### src/rtl/tl_ul_pkg.sv
// TileLink-UL opcode constants and the sample feeder FSM state encoding.
// Shared by the feeder and anything that needs to decode its bus traffic.
package tl_ul_pkg;

  localparam logic [2:0] GET      = 3'd4;
  localparam logic [2:0] PUT_FULL = 3'd0;
  localparam logic [2:0] ACK      = 3'd0;
  localparam logic [2:0] ACK_DATA = 3'd1;

  typedef enum logic [2:0] {
    ST_IDLE,
    ST_ARMED,
    ST_RD_REQ,
    ST_RD_RESP,
    ST_WR_REQ,
    ST_WR_RESP,
    ST_WORD_END,
    ST_DONE
  } feeder_state_e;

endpackage

### src/rtl/pwm_sample_feeder.sv
// TL-UL master copying buffer words into the PWM FIFO one byte per Put, bursts gated by pwm_empty_i.
// One transaction outstanding; A fields held while a_ready is low, d_ready only while a response is due.
module pwm_sample_feeder
  import tl_ul_pkg::*;
#(
  parameter int unsigned TL_RS         = 4,
  parameter int unsigned SOURCE_ID     = 0,
  parameter logic [31:0] PWM_FIFO_ADDR = 32'h0000_0004,
  parameter int unsigned BURST_WORDS   = 2
) (
  input  logic             feeder_clock_i,
  input  logic             feeder_resetn_i,
  input  logic [31:0]      cfg_base_i,
  input  logic [15:0]      cfg_len_i,
  input  logic             cfg_loop_i,
  input  logic             start_i,
  input  logic             stop_i,
  input  logic             pwm_empty_i,
  output logic             busy_o,
  output logic             done_o,
  output logic             err_o,
  output logic [2:0]       a_opcode,
  output logic [2:0]       a_param,
  output logic [3:0]       a_size,
  output logic [TL_RS-1:0] a_source,
  output logic [31:0]      a_address,
  output logic [3:0]       a_mask,
  output logic [31:0]      a_data,
  output logic             a_corrupt,
  output logic             a_valid,
  input  logic             a_ready,
  input  logic [2:0]       d_opcode,
  input  logic [1:0]       d_param,
  input  logic [3:0]       d_size,
  input  logic [TL_RS-1:0] d_source,
  input  logic             d_denied,
  input  logic [31:0]      d_data,
  input  logic             d_corrupt,
  input  logic             d_valid,
  output logic             d_ready
);

  localparam logic [7:0] BURST_LAST = 8'(BURST_WORDS - 1);

  feeder_state_e state_q;
  logic [31:0]   base_q;
  logic [15:0]   len_q;
  logic          loop_q;
  logic [15:0]   word_ptr_q;
  logic [7:0]    burst_cnt_q;
  logic [1:0]    byte_idx_q;
  logic [31:0]   sample_word_q;
  logic          stop_pend_q;
  logic          err_q;
  logic          zero_done_q;

  logic        d_bad;
  logic        stop_req;
  logic [15:0] ptr_next;
  logic        last_word;
  logic        unused_inputs;

  assign d_bad     = d_denied | d_corrupt;
  assign stop_req  = stop_i | stop_pend_q;
  assign ptr_next  = word_ptr_q + 16'd1;
  assign last_word = (ptr_next == len_q);
  assign unused_inputs = ^{d_opcode, d_param, d_size, d_source, cfg_base_i[1:0]};

  always_ff @(posedge feeder_clock_i) begin
    if (!feeder_resetn_i) begin
      state_q       <= ST_IDLE;
      base_q        <= '0;
      len_q         <= '0;
      loop_q        <= 1'b0;
      word_ptr_q    <= '0;
      burst_cnt_q   <= '0;
      byte_idx_q    <= '0;
      sample_word_q <= '0;
      stop_pend_q   <= 1'b0;
      err_q         <= 1'b0;
      zero_done_q   <= 1'b0;
    end else begin
      zero_done_q <= 1'b0;
      case (state_q)
        ST_IDLE: begin
          stop_pend_q <= 1'b0;
          if (start_i) begin
            err_q <= 1'b0;
            if (cfg_len_i != 16'd0) begin
              base_q     <= {cfg_base_i[31:2], 2'b00};
              len_q      <= cfg_len_i;
              loop_q     <= cfg_loop_i;
              word_ptr_q <= '0;
              state_q    <= ST_ARMED;
            end else begin
              zero_done_q <= 1'b1;
            end
          end
        end
        ST_ARMED: begin
          if (stop_i) begin
            state_q <= ST_DONE;
          end else if (pwm_empty_i) begin
            burst_cnt_q <= '0;
            state_q     <= ST_RD_REQ;
          end
        end
        // A stop seen while a request is pending is deferred until its D beat.
        ST_RD_REQ, ST_WR_REQ: begin
          if (stop_i) stop_pend_q <= 1'b1;
          if (a_ready) state_q <= (state_q == ST_RD_REQ) ? ST_RD_RESP : ST_WR_RESP;
        end
        ST_RD_RESP: begin
          if (d_valid) begin
            if (d_bad) begin
              err_q   <= 1'b1;
              state_q <= ST_IDLE;
            end else if (stop_req) begin
              state_q <= ST_DONE;
            end else begin
              sample_word_q <= d_data;
              byte_idx_q    <= 2'd0;
              state_q       <= ST_WR_REQ;
            end
          end else if (stop_i) begin
            stop_pend_q <= 1'b1;
          end
        end
        ST_WR_RESP: begin
          if (d_valid) begin
            if (d_bad) begin
              err_q   <= 1'b1;
              state_q <= ST_IDLE;
            end else if (stop_req) begin
              state_q <= ST_DONE;
            end else if (byte_idx_q == 2'd3) begin
              state_q <= ST_WORD_END;
            end else begin
              byte_idx_q <= byte_idx_q + 2'd1;
              state_q    <= ST_WR_REQ;
            end
          end else if (stop_i) begin
            stop_pend_q <= 1'b1;
          end
        end
        ST_WORD_END: begin
          word_ptr_q  <= last_word ? 16'd0 : ptr_next;
          burst_cnt_q <= burst_cnt_q + 8'd1;
          if ((last_word && !loop_q) || stop_req) begin
            state_q <= ST_DONE;
          end else if (burst_cnt_q == BURST_LAST) begin
            state_q <= ST_ARMED;
          end else begin
            state_q <= ST_RD_REQ;
          end
        end
        ST_DONE: begin
          state_q <= ST_IDLE;
        end
        default: begin
          state_q <= ST_IDLE;
        end
      endcase
    end
  end

  // A fields are pure functions of registered state, so they hold through a_ready stalls.
  always_comb begin
    a_valid   = 1'b0;
    a_opcode  = 3'd0;
    a_param   = 3'd0;
    a_size    = 4'd0;
    a_source  = '0;
    a_address = 32'd0;
    a_mask    = 4'd0;
    a_data    = 32'd0;
    a_corrupt = 1'b0;
    case (state_q)
      ST_RD_REQ: begin
        a_valid   = 1'b1;
        a_opcode  = GET;
        a_size    = 4'd2;
        a_source  = TL_RS'(SOURCE_ID);
        a_address = base_q + {14'd0, word_ptr_q, 2'b00};
        a_mask    = 4'hF;
      end
      ST_WR_REQ: begin
        a_valid   = 1'b1;
        a_opcode  = PUT_FULL;
        a_size    = 4'd2;
        a_source  = TL_RS'(SOURCE_ID);
        a_address = PWM_FIFO_ADDR;
        a_mask    = 4'hF;
        a_data    = {24'h0, sample_word_q[{byte_idx_q, 3'b000} +: 8]};
      end
      default: begin
      end
    endcase
  end

  assign d_ready = (state_q == ST_RD_RESP) || (state_q == ST_WR_RESP);
  assign busy_o  = (state_q != ST_IDLE) && (state_q != ST_DONE);
  assign done_o  = (state_q == ST_DONE) || zero_done_q;
  assign err_o   = err_q;

endmodule

### config.mk
export PLATFORM = sky130hd
export DESIGN_NAME = pwm_sample_feeder
export DESIGN_NICKNAME = d
export VERILOG_FILES = /design/src/rtl/tl_ul_pkg.sv /design/src/rtl/pwm_sample_feeder.sv
export SDC_FILE = /design/constraint.sdc
export NUM_CORES = 1
export LEC_CHECK = 0
export CORE_MARGIN = 2
export CORE_UTILIZATION = 50
export DETAILED_ROUTE_END_ITERATION = 7
export MAX_ROUTING_LAYER = met4
export PLACE_DENSITY = 0.87
export SLEW_MARGIN = 20
export SYNTH_ARGS = -nofsm -noshare
export SYNTH_HDL_FRONTEND = slang
export SYNTH_SLANG_ARGS = --single-unit
### constraint.sdc
create_clock -name feeder_clock_i -period 7.66 [get_ports feeder_clock_i]
set_input_delay 1.532 -clock feeder_clock_i [delete_from_list [all_inputs] [get_ports feeder_clock_i]]
set_output_delay 1.532 -clock feeder_clock_i [all_outputs]
set_load 0.01 [all_outputs]
## Word-level counts from Yosys, hierarchy flattened

Cells that the tools add are included.

- Register bits: 111
- Logic and storage cells: 117
- Bits of input ports: 103
- Output and inout port bits: 88

- Add/subtract/negate cells: 4
- Bitwise logic cells: 4
- Shift operators: 1
- Reductions and logical operators: 25
- Mux-type cells: 45
- Equality and inequality tests: 27

Operators with widths:

| cell | count |
|---|---|
| 32-bit one-hot mux with 2 select lines | 1 |
| 16-bit 2-to-1 mux | 3 |
| 3-bit 2-to-1 mux | 12 |
| 32-bit by 18-bit adder with 32-bit output | 1 |
| 16-bit one-hot mux with 2 select lines | 1 |
| 32-bit by 6-bit variable part select with 8-bit output | 1 |
| 2-bit 2-to-1 mux | 12 |
| 8-bit 2-to-1 mux | 3 |
| 2-bit inequality test (second input constant) | 12 |
| 3-bit one-hot mux with 7 select lines | 1 |
| 16-bit by 1-bit adder with 16-bit output (second input constant) | 1 |
| 16-bit equality test | 1 |
| 8-bit one-hot mux with 2 select lines | 1 |
| 16-bit nonzero test | 1 |
| 3-bit equality test (second input constant) | 4 |
| 3-bit AND reduction | 4 |
| 8-bit by 1-bit adder with 8-bit output (second input constant) | 1 |
| 8-bit by 1-bit equality test with 1-bit output (second input constant) | 1 |
| 4-bit AND reduction | 2 |
| 8-bit AND reduction | 1 |
| 2-bit nonzero test | 4 |
| 1-bit 2-to-1 mux | 7 |
| 3-bit by 2-bit equality test with 1-bit output (second input constant) | 2 |
| 2-bit by 1-bit inequality test with 1-bit output (second input constant) | 3 |
| other kinds (18) | 26 |

## Longest topological paths before layout

- Depth after elaboration: 6
- Gate-level depth with buffers: 11
- Depth with buffers taken out: 10

## Least setup slack after synthesis

No wires, ideal clock.

- Path type: register to output
- Start: register word_ptr_q[0]
- End: output a_address[20]
- Data required time: 6128 ps
- Buffers on the path: 1
- Stages on the path, launching flop included: 12
- Arrival: 2878 ps
- Slack: 3250 ps
- Cell sequence: dfxtp_1 ha_1 inv_1 fa_1 and2b_1 o31a_2 o311ai_2 a2111o_1 and3_4 buf_6 or4_1 a21oi_1

- Word-level cells in the longest chain between the ends: 2

RTL lines:

| item | line | text |
|---|---|---|
| start: declaration | pwm_sample_feeder.sv:49 | `logic [15:0] word_ptr_q;` |
| start signal: assignment | pwm_sample_feeder.sv:147 | `word_ptr_q <= last_word ? 16'd0 : ptr_next;` |
| 32-bit by 18-bit adder with 32-bit output | pwm_sample_feeder.sv:184 | `a_address = base_q + {14'd0, word_ptr_q, 2'b00};` |
| 32-bit one-hot mux with 2 select lines | pwm_sample_feeder.sv:178 | `case (state_q)` |
| end: declaration | pwm_sample_feeder.sv:26 | `output logic [31:0] a_address,` |

No other way between the ends.

## Worst setup path after layout

- Start: register word_ptr_q[0]
- End: output a_address[30]

Same word-level chain as after synthesis.

==> results.md <==
- After clock tree synthesis, the repair step resized 0 gates.
- The global-route usage over all layers is 24.5%.
- The share of synthesized registers carrying an async set or reset is 0%.
- The area added between synthesis and finish is 21.7%.
- Based on the critical path, the design can be clocked at up to 183 MHz.
- The first-pass GRT wire length is 28.8 mm.
- The die is 122 µm wide.
- The most critical setup path has its endpoint at a_address[30].
- Once detail routing completed, the nets flagged for antenna violations numbered 0.
- The largest incremental delay on the critical path is 570 ps.
- The floorplan step set the die height to 122 µm.
- The multi-input combinational cells in the finished layout cover a total of 0.00429 mm².
- The number of antenna violations at the first check in global routing is 0.
- The number of cells on the worst reg-to-reg path is 8.
- In this run the deepest clock path goes through 2 buffers.
- After layout, the minimum clock period comes to 5470 ps.
- Dividing the final minimum period by the clock period gives 71.5%.
- In the routed design, unresolved DRC markers number 0.
- The number of register bits inferred by synthesis is 111.
- The reg-to-reg critical path startpoint is word_ptr_q[0].
- The floorplan has 43 rows.
- The cell count after synthesis is 925.
- Of the synthesized area, sequential elements account for 31.7%.
- For this design the static power due to leakage is 2.94 nW.
- The design draws 1.87 mW.
- The cell area power density is 219 mW/mm².
- The number of setup violations in the final report is 0.
- The commonest cells after synthesis are nand2_1, dfxtp_1, a21oi_1, nor2_1, clkbuf_1.
- On the final layout, the worst clock skew is 4.99 ps.
- In this run the tool buffered the top-level ports with 136 buffer cells.
- After detailed routing, the average wire length per cell comes to 14.6 µm.
- The worst setup path is captured at a primary output.
- The remaining global-route overflow is 0.
- The clock-pin slew on the worst setup and hold paths is 80 ps.
- The CTS buffer count is 9.
- The final design area excluding fillers is 0.00853 mm².
- Cells with a size suffix above 1 make up 4.93% of the layout.
- The clock insertion delay at the later pin of the skew report is 360 ps.
- The flip-flop and latch area is 0.00222 mm².
- STA puts the critical path data arrival time at 3940 ps.
- The die area is 0.0150 mm².
- The most critical setup path has its startpoint at word_ptr_q[0].
- Detailed routing inserted a total of 6650 vias.
- The first-iteration detailed-routing DRC count is 517.
- The buffer count from post-CTS setup fixing is 0.
- The final cell count without fillers is 1194.
- The largest fanout of any net on the critical path is 14.
- The synthesized area per cell is 7.58 µm².
- TritonCTS built the clock tree.
- The average vias per placed instance is 5.57.
- The total core area is 0.0138 mm².
- After detailed placement, the design holds a cell count of 1178.
- The number of hold-slack violations in the final timing report is 0.
- The slowest cell on the critical path is clkdlybuf4s50_1.
- The HPWL after detailed placement is 12.5 mm.
- The count of max-cap constraint violations is 0.
- In the post-synthesis netlist, the biggest area contributors are dfxtp_1, nand2_1, a21oi_1.
- The first detailed-routing pass took 5 iterations.
- The via count of the first global-routing pass is 6058.
- The largest net degree at the start of global routing is 67.
- The data required time of the critical path is 6130 ps.
- In this run the tightest slew margin relative to its limit is 40.3%.
- The number of hold buffers added after CTS was 0.
- The worst register-to-register path ends at word_ptr_q[1].
- After synthesis, the netlist uses 70 different library cells.
- The min-delay analysis places its worst path in the category reg -> reg.
- The total wire length after detailed routing is 17.4 mm.
- CTS saw 111 sinks.
- The root buffer cell is clkbuf_16.
- The filler cell count is 1230.
- The signal on the critical path passes through ha_1 -> inv_1 -> fa_1 -> and2b_1 -> o31a_2 -> o311ai_2 -> a2111o_1 -> and3_4 -> or4_1 -> a21oi_1 -> clkdlybuf4s50_1.
- During synthesis, Yosys emitted a total of 0 warnings.
- The post-synthesis cell type with the largest combined area is dfxtp_1.
- The global placement routability congestion is 0.930.
- The flop-to-flop setup slack is 4850 ps.
- The number of primary I/O pins is 191.
- Yosys instantiated no cell more often than nand2_1.
- The dominant register cell in the synthesized netlist is dfxtp_1.
- After routing, the total negative slack on setup checks comes to 0 ps.
- The H-tree depth reported by CTS is 3.
- In this run the cell area of the synthesized design comes to 0.00701 mm².
- The actual slew at the worst max-slew pin is 894 ps.
- The number of antenna cells inserted is 0.
- The count of flip-flops with a built-in enable after synthesis is 0.
- The startpoint class of the critical path is a flip-flop.
- The critical path in this run is classified as reg -> out.
- The area share of the largest cell type after synthesis is 31.7%.
- The run finished with clean final reports.
- In the final design database the tool counted 1133 nets.
- The worst ir drop on vdd is 0.158 mV.
- Setup repair after global routing left no endpoint under its margin.
- For this configuration, the core starts out at a cell density of 50.9%.
- The max-slew violation count is 0.
- The placed instances occupy a cell area of 0.00818 mm².
## per-layer routing
metal,share of wire (%),GRT usage [%],wire [µm]
met2,48,41.5,8320
met3,7.0,5.95,1230
met5,0,-,0
met1,43,29.1,7550
met4,1.8,6.68,308
## critical path, delay by kind of cell (launching register included)
| kind | cells | cell delay, ps |
|---|---|---|
| AND/OR/NAND/NOR | 3 | 910 |
| buffers and inverters | 2 | 630 |
| flip-flops | 1 | 490 |
| AO/OA/AOI/OAI | 4 | 910 |
| adder cells (fa/ha/maj) | 2 | 630 |
## flip-flops by register name, summed over array words and instances (netlist names)
name / flops
sample_word_q: 32
base_q: 30
len_q: 16
word_ptr_q: 16
burst_cnt_q: 8
state_q: 3
byte_idx_q: 2
err_o: 1
loop_q: 1
stop_pend_q: 1
zero_done_q: 1
## stage by stage
step	setup slack, ps	utilization [%]	hold WS [ps]
2_1_floorplan	3250	-	429
3_3_place_gp	2620	59.4	435
3_5_place_dp	2600	59.4	443
4_1_cts	2180	61.9	454
5_1_grt	1970	61.9	476
6_report	2190	61.9	451
## worst min path at each step
stage / start / to / slack [ps] / depth (start not counted)
after global placement: sample_word_q[15] / sample_word_q[15] / 440 / 2
after detailed placement: sample_word_q[14] / sample_word_q[14] / 440 / 2
final: sample_word_q[21] / sample_word_q[21] / 450 / 2
after floorplan: sample_word_q[16] / sample_word_q[16] / 430 / 2
after CTS: sample_word_q[14] / sample_word_q[14] / 450 / 2
after global routing: sample_word_q[23] / sample_word_q[23] / 480 / 2
## cell usage in the layout, fill, tap and decap left out, drive strengths merged, types with 16 or more instances in the layout
cell type | netlist | layout
nand3 | 25 | 25
conb | 1 | 39
o21ai | 19 | 19
nor4 | 16 | 16
nor2 | 55 | 55
a21oi | 106 | 106
xnor2 | 30 | 30
nand2 | 195 | 195
clkdlybuf4s50 | 0 | 136
inv | 17 | 18
nand4 | 20 | 20
ha | 20 | 20
nor3 | 22 | 22
xor2 | 16 | 16
dfxtp | 111 | 111
a211oi | 17 | 17
## cell families after synthesis
group	after synthesis	share of synthesized area, %
other	1	0.0535
AOI/OAI and AO/OA	202	17.6
adders and majority gates	21	3.86
xor gates and xnor gates	46	5.75
DFF	111	31.7
and+or+nand+nor	411	28.5
muxes	12	3.34
buffers and inverters	121	9.18
## area by class of cell
class,count,area share (%)
Tap cell,180,2.64
Sequential cell,111,26.1
Clock buffer,9,2.64
Multi-Input combinational cell,731,50.3
Inverter,17,0.763
Timing Repair Buffer,139,16.2
Clock inverter,7,1.35
## power breakdown
group          switching, mW  internal (mW)  total (mW)  leakage (nW)
logic                  0.352          0.258       0.610          1.88
registers             0.0911          0.638       0.729         0.901
clock network          0.234          0.295       0.529         0.162
Power figures use the tool's default switching activity.
